**src/rtl/des_perm_pipe.sv**
```systemverilog
// rtl/des_perm_pipe.sv - pipelined DES IP / IP^-1 bit-permutation engine
//
// Applies the DES initial permutation (in_mode=0) or final permutation
// (in_mode=1) to LANES independent 64-bit blocks per beat, then carries the
// result through PIPE_STAGES valid/ready register stages.
//
// Ports:
//   clk, rst            rising-edge clock, asynchronous active-high reset
//   flush               synchronous clear of all stage valids
//   in_valid/in_ready   input handshake (in_ready combinational from out_ready)
//   in_mode, in_data    beat mode and LANES*64 data (lane 0 in top 64 bits,
//                       DES bit 1 is the MSB of each lane)
//   out_valid/out_ready output handshake
//   out_mode, out_data  permuted beat and the mode it was permuted with
//   beat_cnt            count of output transfers, wraps modulo 2^CNT_W
//   in_tag, out_tag     optional side-band tag, present when DES_PERM_TAG_EN
//                       is defined (width TAG_W)
module des_perm_pipe #(
   parameter int LANES       = 1,
   parameter int PIPE_STAGES = 2,
   parameter int CNT_W       = 32
`ifdef DES_PERM_TAG_EN
   ,
   parameter int TAG_W       = 8
`endif
) (
   input  logic                  clk,
   input  logic                  rst,
   input  logic                  flush,
   input  logic                  in_valid,
   output logic                  in_ready,
   input  logic                  in_mode,
   input  logic [64*LANES-1:0]   in_data,
   output logic                  out_valid,
   input  logic                  out_ready,
   output logic [64*LANES-1:0]   out_data,
   output logic                  out_mode,
   output logic [CNT_W-1:0]      beat_cnt
`ifdef DES_PERM_TAG_EN
   ,
   input  logic [TAG_W-1:0]      in_tag,
   output logic [TAG_W-1:0]      out_tag
`endif
);

   localparam int DW   = 64*LANES;
   localparam int LAST = PIPE_STAGES-1;

   // Source bit (1-based, DES numbering) for IP output bit k. Each row of the
   // IP table starts at 58,60,62,64,57,59,61,63 and steps down by 8.
   function automatic int ip_src(input int k);
      int r;
      int c;
      int base;
      r = (k-1) / 8;
      c = (k-1) % 8;
      if (r < 4) base = 58 + 2*r;
      else       base = 57 + 2*(r-4);
      return base - 8*c;
   endfunction

   // ---------------------------------------------------------------------
   // Permutation network. IP^-1 is built as the inverse wiring of IP, so
   // the two are exact inverses by construction.
   // ---------------------------------------------------------------------
   logic [DW-1:0] perm_data;

   for (genvar l = 0; l < LANES; l++) begin : g_lane
      logic [63:0] lin;
      logic [63:0] ip_o;
      logic [63:0] fp_o;

      assign lin = in_data[DW-1-64*l -: 64];

      for (genvar k = 1; k <= 64; k++) begin : g_bit
         localparam int S = ip_src(k);
         assign ip_o[64-k] = lin[64-S];
         assign fp_o[64-S] = lin[64-k];
      end

      assign perm_data[DW-1-64*l -: 64] = in_mode ? fp_o : ip_o;
   end

   // ---------------------------------------------------------------------
   // Pipeline stages
   // ---------------------------------------------------------------------
   logic [PIPE_STAGES-1:0] v;
   logic [PIPE_STAGES-1:0] load;
   logic [DW-1:0]          d [PIPE_STAGES];
   logic                   m [PIPE_STAGES];
   logic [CNT_W-1:0]       cnt;
`ifdef DES_PERM_TAG_EN
   logic [TAG_W-1:0]       t [PIPE_STAGES];
`endif

   // A stage may load when it is empty or its content moves on this cycle;
   // evaluated from the output backwards so empty stages absorb bubbles.
   always_comb begin
      logic taken;
      load  = '0;
      taken = out_ready;
      for (int i = LAST; i >= 0; i--) begin
         load[i] = !v[i] || taken;
         taken   = load[i];
      end
   end

   assign in_ready = load[0] && !flush;

   always_ff @(posedge clk or posedge rst) begin
      if (rst) begin
         v   <= '0;
         cnt <= '0;
         for (int i = 0; i < PIPE_STAGES; i++) begin
            d[i] <= '0;
            m[i] <= 1'b0;
`ifdef DES_PERM_TAG_EN
            t[i] <= '0;
`endif
         end
      end else begin
         // An output transfer in the flush cycle still counts.
         if (v[LAST] && out_ready) cnt <= cnt + CNT_W'(1);

         if (flush) begin
            v <= '0;
         end else begin
            if (load[0]) v[0] <= in_valid;
            for (int i = 1; i < PIPE_STAGES; i++) begin
               if (load[i]) v[i] <= v[i-1];
            end
         end

         // Data only moves with a valid beat so held outputs stay stable.
         if (load[0] && in_valid && !flush) begin
            d[0] <= perm_data;
            m[0] <= in_mode;
`ifdef DES_PERM_TAG_EN
            t[0] <= in_tag;
`endif
         end
         for (int i = 1; i < PIPE_STAGES; i++) begin
            if (load[i] && v[i-1] && !flush) begin
               d[i] <= d[i-1];
               m[i] <= m[i-1];
`ifdef DES_PERM_TAG_EN
               t[i] <= t[i-1];
`endif
            end
         end
      end
   end

   assign out_valid = v[LAST];
   assign out_data  = d[LAST];
   assign out_mode  = m[LAST];
   assign beat_cnt  = cnt;
`ifdef DES_PERM_TAG_EN
   assign out_tag   = t[LAST];
`endif

endmodule

```
**config.mk**
```make
export PLATFORM = sky130hd
export DESIGN_NAME = des_perm_pipe
export DESIGN_NICKNAME = d
export VERILOG_FILES = /design/src/rtl/des_perm_pipe.sv
export SDC_FILE = /design/constraint.sdc
export NUM_CORES = 1
export LEC_CHECK = 0
export ABC_AREA = 1
export ABC_CLOCK_PERIOD_IN_PS = 12000
export BUFFER_PORTS_ARGS = -buffer_cell sky130_fd_sc_hd__buf_2
export CAP_MARGIN = 40
export CORE_MARGIN = 2
export CORE_UTILIZATION = 35
export CTS_CLUSTER_DIAMETER = 120
export DETAILED_ROUTE_END_ITERATION = 8
export GPL_TIMING_DRIVEN = 0
export PLACE_DENSITY = 0.55
export SETUP_SLACK_MARGIN = 0.3
export SLEW_MARGIN = 10
export SYNTH_ARGS = -nofsm -noshare
export SYNTH_HDL_FRONTEND = slang
export SYNTH_SLANG_ARGS = --single-unit
```
**constraint.sdc**
```tcl
create_clock -name clk -period 12 [get_ports clk]
set_input_delay 2.4 -clock clk [delete_from_list [all_inputs] [get_ports clk]]
set_output_delay 2.4 -clock clk [all_outputs]
set_load 0.01 [all_outputs]
```
==> summary.md, run 1 <==
| Metric | Value |
|---|---|
| Met1 wire length | 10.31 mm |
| Setup_tns | 0 ps |
| Dominant synthesized flop cell | dfrtp_1 |
| Htree depth | 4 |
| Final Hold Fails | 0 |
| Worst Skew | between 9 and 10 ps |
| Pwr/cell area | 160.1 nW/um^2 |
| Row cnt | 54 |
| CTS buffer count | 17 |
| Number of synthesized flops with an enable pin | 0 |
| Max Transition Viols Final | 0 |
| Largest net degree at the start of global routing | 94 |
| Root Driver | clkbuf_16 |
| Max clock buf depth | 2 |
| Worst skew pair latency | 430 ps |
| DR vias | between 6000 and 7000 |
| I/O Pins | 169 |
| Slew @ Worst Pin | 678.6 ps |
| Wire length on met2 | 9.636 mm |
| Pleak | 5.168 nW |
| Crit path DAT | roughly 3000 ps |
| DR top layer | met5 |
| Period minus WS final | around 5400 ps |
| CP startpoint kind | input pin |
| Worst setup margin | 6551 ps |
| Initial core utilization | between 30% and 40% |
| Status | complete, no violations |
| Cell count after synthesis | 964 |
| Critical path endpoint category | primary output |
| Tot Pwr | 1.549 mW |
| Vias in the first global route | approximately 6500 |
| RR Startpoint | v[1] |
| Die width | between 150 and 200 um |
| Hold path startpoint | out_data[24] |
| Clock-pin slew on the worst setup and hold paths | 60 ps |
| Flops & latches, synth | ~160 |
| Worst endpoint required time | around 9600 ps |
| Synth async-reset ratio | between 90% and 100% |
| Routed WL | about 22 mm |
| Share of cells above drive strength 1 | 26.33% |
| Antenna Diode Count | 0 |
| Initial antenna violation count | 1 |
| Peak supply drop | between 0.09 and 0.1 mV |
| DP HPWL | roughly 16 mm |
| Resized cells post-CTS | 0 |
| Max cap viols | 0 |
| Hold WC Path Type | register to register |
| CTS tree | done |
| CTS Sinks | 164 |
| Final setup fails | 0 |
| Synth cell types | 25 |
| Hold EP | out_data[24] |
| Leading area contributor after synthesis | dfrtp_1 |
| Mean post-synth cell area | 8.169 sq um |
| Setup bufs post-CTS | 0 |
| Setup slack at placement | 6554 ps |
| Die area | 23720 sq um |
| Unrepaired setup endpoints after global routing | false |
| CORE AREA | 21960 sq um |
| Post-layout util | 44.05% |
| Final hold slack | 484.5 ps |
| Area growth syn-to-layout | 22.83% |
| Max Freq | 0.1835 GHz |
| Top post-synthesis cells by count | nand2_1 (302), dfrtp_1 (164), inv_1 (119), o21ai_0 (111), buf_4 (69) |
| YS warnings | 0 |
| First-pass DRT Iterations | 5 |
| Hold depth | 2 |
| Top-count cell post-synth | nand2_1 |
| Setup slack on the worst flop-to-flop path | ~10000 ps |
| Max-Slew Margin vs Limit | 54.76% |
| Die Height | 154 um |
| Part of the Yosys area used for sequential elements | 52.11% |
| Fin crit share | between 40% and 50% |
| Syn nets | 1035 |
| CP Class | input pin to primary output |
| Final ANT Viol Nets | 0 |
| Port bufs | roughly 170 |
| Number of nets in the layout | 1222 |
| Vias per Instance | 4.592 |
| Post-synth top area share | a little over half |
| Avg WL per Cell | 15.13 um |
| Hold buffer count at cts | 0 |
| Worst Path Max Fanout | 3 |
| Drt drc | 0 |
| First-pass GRT wire length | about 35 mm |
| Iter 0 DRT Violations | 370 |
| Routability cong. | about 0.9 |
| R2r worst-path depth | 5 |
| GRT Total Usage | between 10% and 20% |
| Worst R2R End | out_data[47] |
| Congestion Overflow GR | 0 |
| Routed wl met3 | 1.515 mm |
| Largest cells by area after synthesis | dfrtp_1 (52%), nand2_1 (14%), o21ai_0 (7.1%) |
| Cell Area, Synth | ~8000 sq um |
-- power by group --
| group | internal (mW) | total, mW | switching, mW |
|---|---|---|---|
| combinational | 0.150 | 0.319 | 0.168 |
| clock | 0.308 | 0.548 | 0.239 |
| sequential | 0.638 | 0.682 | 0.0445 |
-- routing by layer --
metal  GRT usage [%]  up-vias
li1                -     3294
met1           27.26     3042
met2           28.91      257
met3           4.622       27
met4           5.964        2
met5               0        -
-- worst max-delay path, stage by stage --
cell and delay [ps]:
buf_2 110, inv_1 60, nand2_2 50, nor2_1 120, inv_2 60, nand2_2 80, inv_1 40, buf_2 130
-- sequential cells by signal (all words and copies together), names as in the netlist --
register and cells:
m 1, v 2, d 64, out_mode 1
out_data 64, beat_cnt 32
-- logic make-up (layout without fill, tap and decap cells) --
logic type	Yosys count	in the layout	synth area share, %
fa+ha+maj	1	1	0.1589
xor+xnor	17	17	1.891
simple gates	379	379	19.73
buf+inv	227	425	14.78
compound gates	176	176	11.33
flops	164	164	52.11
-- cell usage in the layout (no fill, tap or decap) --
master | Yosys | layout
xor2_1 | 11 | 11
inv_2 | 2 | 2
nor2_4 | 4 | 4
inv_8 | 0 | 3
nand4_1 | 7 | 7
clkbuf_16 | 0 | 17
clkinv_2 | 0 | 1
nor3_1 | 2 | 2
inv_6 | 0 | 3
a21oi_1 | 2 | 2
buf_16 | 0 | 1
inv_1 | 119 | 118
o21ai_2 | 3 | 3
nand3b_1 | 7 | 7
nor2_1 | 26 | 26
nand2_1 | 302 | 302
buf_6 | 5 | 5
and3_1 | 1 | 1
nand2_2 | 5 | 5
nand3_1 | 18 | 18
nor2_2 | 7 | 7
ha_1 | 1 | 1
clkinvlp_4 | 0 | 5
bufinv_16 | 0 | 2
dfrtp_1 | 164 | 164
buf_2 | 12 | 179
o21ai_0 | 111 | 111
xnor2_1 | 6 | 6
clkinv_1 | 1 | 1
buf_4 | 69 | 69
clkbuf_1 | 19 | 19
o21ai_1 | 60 | 60
-- worst max-delay path by stage --
stage,from,end,slack [ps],cells after the start
floorplan,rst,beat_cnt[0],5170,1
global placement,rst,out_data[51],3010,2
detailed placement,out_ready,in_ready,6550,8
CTS,out_ready,in_ready,6550,8
global route,out_ready,in_ready,6470,8
finish,out_ready,in_ready,6550,8
-- cell type report --
class / instances / area, sq um
Fill cell: 2247 / 12290
Sequential cell: 164 / 4104
Multi-Input combinational cell: 573 / 2608
Timing Repair Buffer: 168 / 863.3
Buffer: 105 / 705.7
Inverter: 122 / 465.4
Clock buffer: 17 / 425.4
Tap cell: 280 / 350.3
Clock inverter: 13 / 151.4
-- per-stage QoR --
step / std cells / cell area [sq um]
2_1_floorplan: 964 / 7875
3_3_place_gp: 1411 / 9061
3_5_place_dp: 1412 / 9096
4_1_cts: 1442 / 9673
5_1_grt: 1442 / 9673
6_report: 1442 / 9673
(Power assumes the default switching activity.)
==> run 2, diff against run 1 <==
ABC_AREA = 0   (was 1)
ABC_CLOCK_PERIOD_IN_PS = 5600   (was 12000)
PLACE_DENSITY = 0.56   (was 0.55)
clock period = 5.6 ns   (was 12 ns; I/O delays follow)
==> run 2 against run 1 <==
  * Sequential power is 130% higher
  * Via count fell by 23%
  * Sequential cell count unchanged
  * Die area down 6.0%
  * Sequential share of layout area increased by 1.6 points
==> summary.md, run 2 <==
| Metric | Value |
|---|---|
| Status | complete, no violations |
| Max clock buf depth | 2 |
| Synth cell types | 34 |
| Root Driver | clkbuf_16 |
| Fraction of synthesized area in multiplexers | 18.95% |
| R2r worst-path depth | 5 |
| Flops & latches, synth | approximately 160 |
| Port bufs | 167 |
| Leading area contributor after synthesis | dfrtp_1 |
| RR Startpoint | v[1] |
| Die area | 22280 sq um |
| Htree depth | 4 |
| Mean post-synth cell area | 12.09 sq um |
| Largest cells by area after synthesis | dfrtp_1 (56%), mux2_2 (10%), mux2i_1 (8.1%) |
| Post-synth top area share | 55.56% |
| Register area | 4104 sq um |
| Number of nets in the layout | 876 |
| Max Freq | 0.3542 GHz |
| I/O Pins | between 150 and 200 |
| Fillers | 1988 |
| YS warnings | 0 |
| Synth async-reset ratio | 100.0% |
| Largest net degree at the start of global routing | 37 |
| Resized cells post-CTS | 0 |
| Max Transition Viols Final | 0 |
| Number of synthesized flops with an enable pin | 0 |
| Most frequent cells in the layout | buf_2 (181), dfrtp_1 (164), mux2_2 (67) |
| CP startpoint kind | input pin |
| Hold EP | beat_cnt[31] |
| Commonest non-fill, non-tap cell in the layout | buf_2 |
| Cell area after layout | slightly above 9000 sq um |
| Post-Synth Adder-Cell Area | less than 1% |
| Worst Path Max Fanout | 5 |
| Hold buffer count at cts | 0 |
| Avg WL per Cell | about 16 um |
| Worst Skew | 9.473 ps |
| Met2 Track Usage GR | 25.83% |
| Max-Slew Margin vs Limit | between 40% and 50% |
| Largest family of logic cells by synthesized area | multiplexers |
| First-pass GRT wire length | 28.54 mm |
| Vias in the first global route | 5252 |
| Synth Area in Compound Gates | 4.370% |
| Cell count after synthesis | a little over 600 |
| Slew @ Worst Pin | 830.6 ps |
| Met3 global-route usage | 4.343% |
| Initial core utilization | 35.36% |
| Unrepaired setup endpoints after global routing | false |
| DP HPWL | 12.98 mm |
| Hold WC Path Type | register to register |
| Peak supply drop | between 0.2 and 0.25 mV |
| Antenna Diode Count | 0 |
| Max cap viols | 0 |
| Met1 Use GR | between 20% and 30% |
| CTS buffer count | 17 |
| Final hold slack | 473.5 ps |
| Die width | 149.3 um |
| Top-count cell post-synth | dfrtp_1 |
| Pleak | approximately 4.4 nW |
| CTS tree | done |
| Setup bufs post-CTS | 0 |
| Syn nets | 682 |
| Share of cells above drive strength 1 | 44.74% |
| Initial antenna violation count | 0 |
| Clock-pin slew on the worst setup and hold paths | 70 ps |
| Congestion Overflow GR | 0 |
| DR vias | approximately 5000 |
| Post-Synth XOR/XNOR Area | roughly 3.7% |
| Final ANT Viol Nets | 0 |
| Fin crit share | 50.41% |
| Routed WL | ~18 mm |
| Die Height | 149.3 um |
| CTS Sinks | 164 |
| Hold depth | 1 |
| Top post-synthesis cells by count | dfrtp_1 (164), mux2_2 (67), nor2_1 (66), buf_4 (64), a21oi_1 (62) |
| Part of the Yosys area used for sequential elements | 55.56% |
| Worst skew pair latency | between 400 and 500 ps |
| Iter 0 DRT Violations | 171 |
| Cell Area, Synth | around 7400 sq um |
| Dominant synthesized flop cell | dfrtp_1 |
| Hold path startpoint | beat_cnt[31] |
| Final Hold Fails | 0 |
| CORE AREA | between 20000 and 25000 sq um |
| First-pass DRT Iterations | 4 |
| Critical path endpoint category | primary output |
| Row cnt | 53 |
| Drt drc | 0 |
| Post-DP Area | 8696 sq um |
| Crit path DAT | roughly 1700 ps |
| GRT Total Usage | between 10% and 20% |
| Area growth syn-to-layout | 26.08% |
| Simple-gate share of the synthesized area | 8.858% |
| Multi-input logic area | approximately 2700 sq um |
| CP Class | input pin to primary output |
| Period minus WS final | 2823 ps |
| Grt peak-use layer | met2 |
| Vias per Instance | 4.655 |
| Final setup fails | 0 |
| Setup slack on the worst flop-to-flop path | 3280 ps |
| Worst endpoint required time | 4480 ps |
| Routability cong. | 0.7668 |
| Worst R2R End | d[123] |
| Setup_tns | 0 ps |
| Pwr/cell area | 385.5 nW/um^2 |
run 2: stage by stage:
| step | power [mW] | instances | setup slack [ps] | util, % |
|---|---|---|---|---|
| CTS | 3.641 | 1093 | 2770 | 44.59 |
| global route | 3.786 | 1093 | 2688 | 44.59 |
| detailed placement | 2.388 | 1061 | 2511 | 41.63 |
| global placement | 2.369 | 1053 | 1215 | 41.03 |
| finish | 3.590 | 1093 | 2777 | 44.59 |
| floorplan | 2.084 | 611 | 2395 | - |
run 2: area by class of cell:
cell class                      instances  share of cell area [%]
Sequential cell                       164                   44.06
Inverter                                4                  0.2015
Multi-Input combinational cell        350                   28.57
Timing Repair Buffer                  175                   10.32
Buffer                                 93                   6.515
Clock inverter                         14                   2.028
Tap cell                              275                   3.694
Clock buffer                           18                   4.608
run 2: worst max-delay path, stage by stage:
cell and delay (ps):
buf_2 120, nor2b_2 210, a21oi_1 100, buf_2 140
run 2: per-layer routing:
layer	share of wire, %	wire length [um]
met2	46	8184
met5	0	0
met4	0.33	59
met1	48	8519
met3	5.0	889
run 2: power by group:
group          internal, mW  leakage, nW  total, mW  switching [mW]
registers              1.41         1.92       1.54           0.130
clock network         0.718        0.296       1.24           0.519
logic                 0.467         2.23      0.815           0.348
run 2: kinds of logic (layout without fill, tap and decap cells):
kind of cell	Yosys count	count (layout)
fa+ha+maj	1	1
mux	131	131
buf+inv	97	304
flops	164	164
compound gates	63	63
simple gates	124	124
xor+xnor	31	31
run 2: worst max path at each step:
stage | start | slack, ps | cells past startpoint | to
after detailed placement | out_ready | 2510 | 6 | d[120]
after CTS | out_ready | 2770 | 4 | in_ready
after floorplan | rst | 2400 | 1 | beat_cnt[0]
after global routing | out_ready | 2690 | 4 | in_ready
after global placement | rst | 1210 | 2 | d[85]
final | out_ready | 2780 | 4 | in_ready
==> run 3, diff against run 2 <==
ABC_AREA = 1   (was 0)
ABC_CLOCK_PERIOD_IN_PS = 2480   (was 5600)
PLACE_DENSITY = 0.57   (was 0.56)
clock period = 2.48 ns   (was 5.6 ns; I/O delays follow)
==> run 3 against run 2 <==
  * Non-clock buffer count is 9 higher
  * Global-route usage is 2.6 points higher
  * Core utilization is 0.21 points lower
  * Clock-buffer cell count is 2 higher
  * Critical path depth is 2 higher
  * Total power is 110% higher
  * Sequential cell count stayed put
  * Largest power group unchanged
  * Final cell count is 33% higher
  * Via count is 31% higher
==> summary.md, run 3 (same netlist as run 1, synthesis figures left out) <==
| Metric | Value |
|---|---|
| Post-layout util | approximately 44% |
| Slew @ Worst Pin | 616.3 ps |
| Row cnt | 54 |
| Status | complete, no violations |
| GRT Total Usage | 19.18% |
| Final ANT Viol Nets | 0 |
| Setup_tns | 0 ps |
| Period minus WS final | 1845 ps |
| I/O Pins | between 150 and 200 |
| Htree depth | 4 |
| Avg WL per Cell | 15.29 um |
| Max-Slew Margin vs Limit | 58.92% |
| Worst Path Max Fanout | 3 |
| Final setup fails | 0 |
| Worst Skew | between 10 and 15 ps |
| Setup slack on the worst flop-to-flop path | 760 ps |
| Commonest non-fill, non-tap cell in the layout | nand2_1 |
| Iter 0 DRT Violations | 364 |
| Congestion Overflow GR | 0 |
| Most frequent cells in the layout | nand2_1 (302), buf_2 (179), dfrtp_1 (164) |
| Max Freq | 0.5419 GHz |
| Resized cells post-CTS | 0 |
| Share of cells above drive strength 1 | 26.63% |
| Setup slack at placement | 500.8 ps |
| Worst R2R End | out_data[46] |
| Final hold slack | 84.67 ps |
| Peak supply drop | around 0.49 mV |
| Routed WL | 22.15 mm |
| CTS tree | done |
| Unrepaired setup endpoints after global routing | false |
| Crit path capture | in_ready |
| Worst skew pair latency | around 440 ps |
| Cell area after layout | 9746 sq um |
| R2r worst-path depth | 5 |
| Placed insts | between 1000 and 1500 |
| Max clock buf depth | 2 |
| Max Transition Viols Final | 0 |
| Die area | approximately 24000 sq um |
| Number of nets in the layout | 1226 |
| Vias per Instance | ~4.6 |
| Hold buffer count at cts | 0 |
| CTS buffer count | 17 |
| Non-Filler Instances | 1449 |
| Tot Pwr | 7.457 mW |
| Root Driver | clkbuf_16 |
| Worst setup margin | 634.6 ps |
| Pleak | approximately 5.2 nW |
| Drt drc | 0 |
| Pwr/cell area | 765.2 nW/um^2 |
| Port bufs | 167 |
| Critical path endpoint category | primary output |
| Initial antenna violation count | 1 |
| Setup crit start | v[1] |
| Die Height | 154 um |
| Worst endpoint required time | 1980 ps |
| CP startpoint kind | register |
| Max cap viols | 0 |
| DP HPWL | between 15 and 20 mm |
| CTS Sinks | 164 |
| Routability cong. | 0.9016 |
| Area growth syn-to-layout | 23.75% |
| Crit path DAT | between 1000 and 1500 ps |
| Setup bufs post-CTS | 0 |
| Die width | 154 um |
| Final Hold Fails | 0 |
| RR Startpoint | v[1] |
| CORE AREA | 21960 sq um |
| Post-DP Area | 9173 sq um |
| Fin crit share | about three quarters |
| DR vias | about 6700 |
| Largest net degree at the start of global routing | 37 |
| Clock-pin slew on the worst setup and hold paths | 70 ps |
| Hold WC Path Type | input pin to async pin |
| CP Class | register to primary output |
| First-pass DRT Iterations | 5 |
| First-pass GRT wire length | 35.36 mm |
| Initial core utilization | about 36% |
| Vias in the first global route | ~6500 |
run 3: cell count changes in the layout (fill, tap and decap cells not counted), moves of 17 or more:
cell and change:
nand2_1 +294, inv_1 +115, o21ai_0 +111, mux2_2 -67, a21oi_1 -60, mux2i_1 -60, o21ai_1 +60, nor2_1 -40
xnor2_1 -17
run 3: how the worst min path moves through the flow:
stage	cells past startpoint	slack, ps	end	from
3_5_place_dp	2	470	out_data[23]	out_data[23]
4_1_cts	2	90	beat_cnt[12]	rst
3_3_place_gp	2	470	out_data[19]	out_data[19]
2_1_floorplan	2	450	out_data[0]	out_data[0]
5_1_grt	2	120	beat_cnt[12]	rst
6_report	2	80	beat_cnt[12]	rst
run 3: report_power, final:
part | switching [mW] | internal (mW) | total (mW)
sequential | 0.220 | 3.09 | 3.31
clock | 1.22 | 1.38 | 2.59
combinational | 0.818 | 0.738 | 1.56
run 3: area by class of cell:
type / count / area, sq um
fillers: 2213 / 12210
inverters: 122 / 461.7
diodes: 1 / 2.502
flip-flops and latches: 164 / 4104
clock inverters: 12 / 113.9
well taps: 280 / 350.3
repair buffers: 172 / 943.4
plain buffers: 105 / 705.7
multi-input cells: 573 / 2608
clock buffers: 20 / 456.7
run 3: critical path, cell delays in order, from the launching register on:
cell	delay, ps
dfrtp_1	390
nand2_2	80
nor2_1	140
inv_2	60
nand2_2	80
inv_1	40
buf_2	130
run 3: layer usage:
layer	global-route usage, %	up-vias	share of wire (%)
met4	6.542	0	2.3
met5	0	-	0
met1	27.05	3077	48
met2	29.23	257	43
met3	4.200	32	6.5
li1	-	3307	-
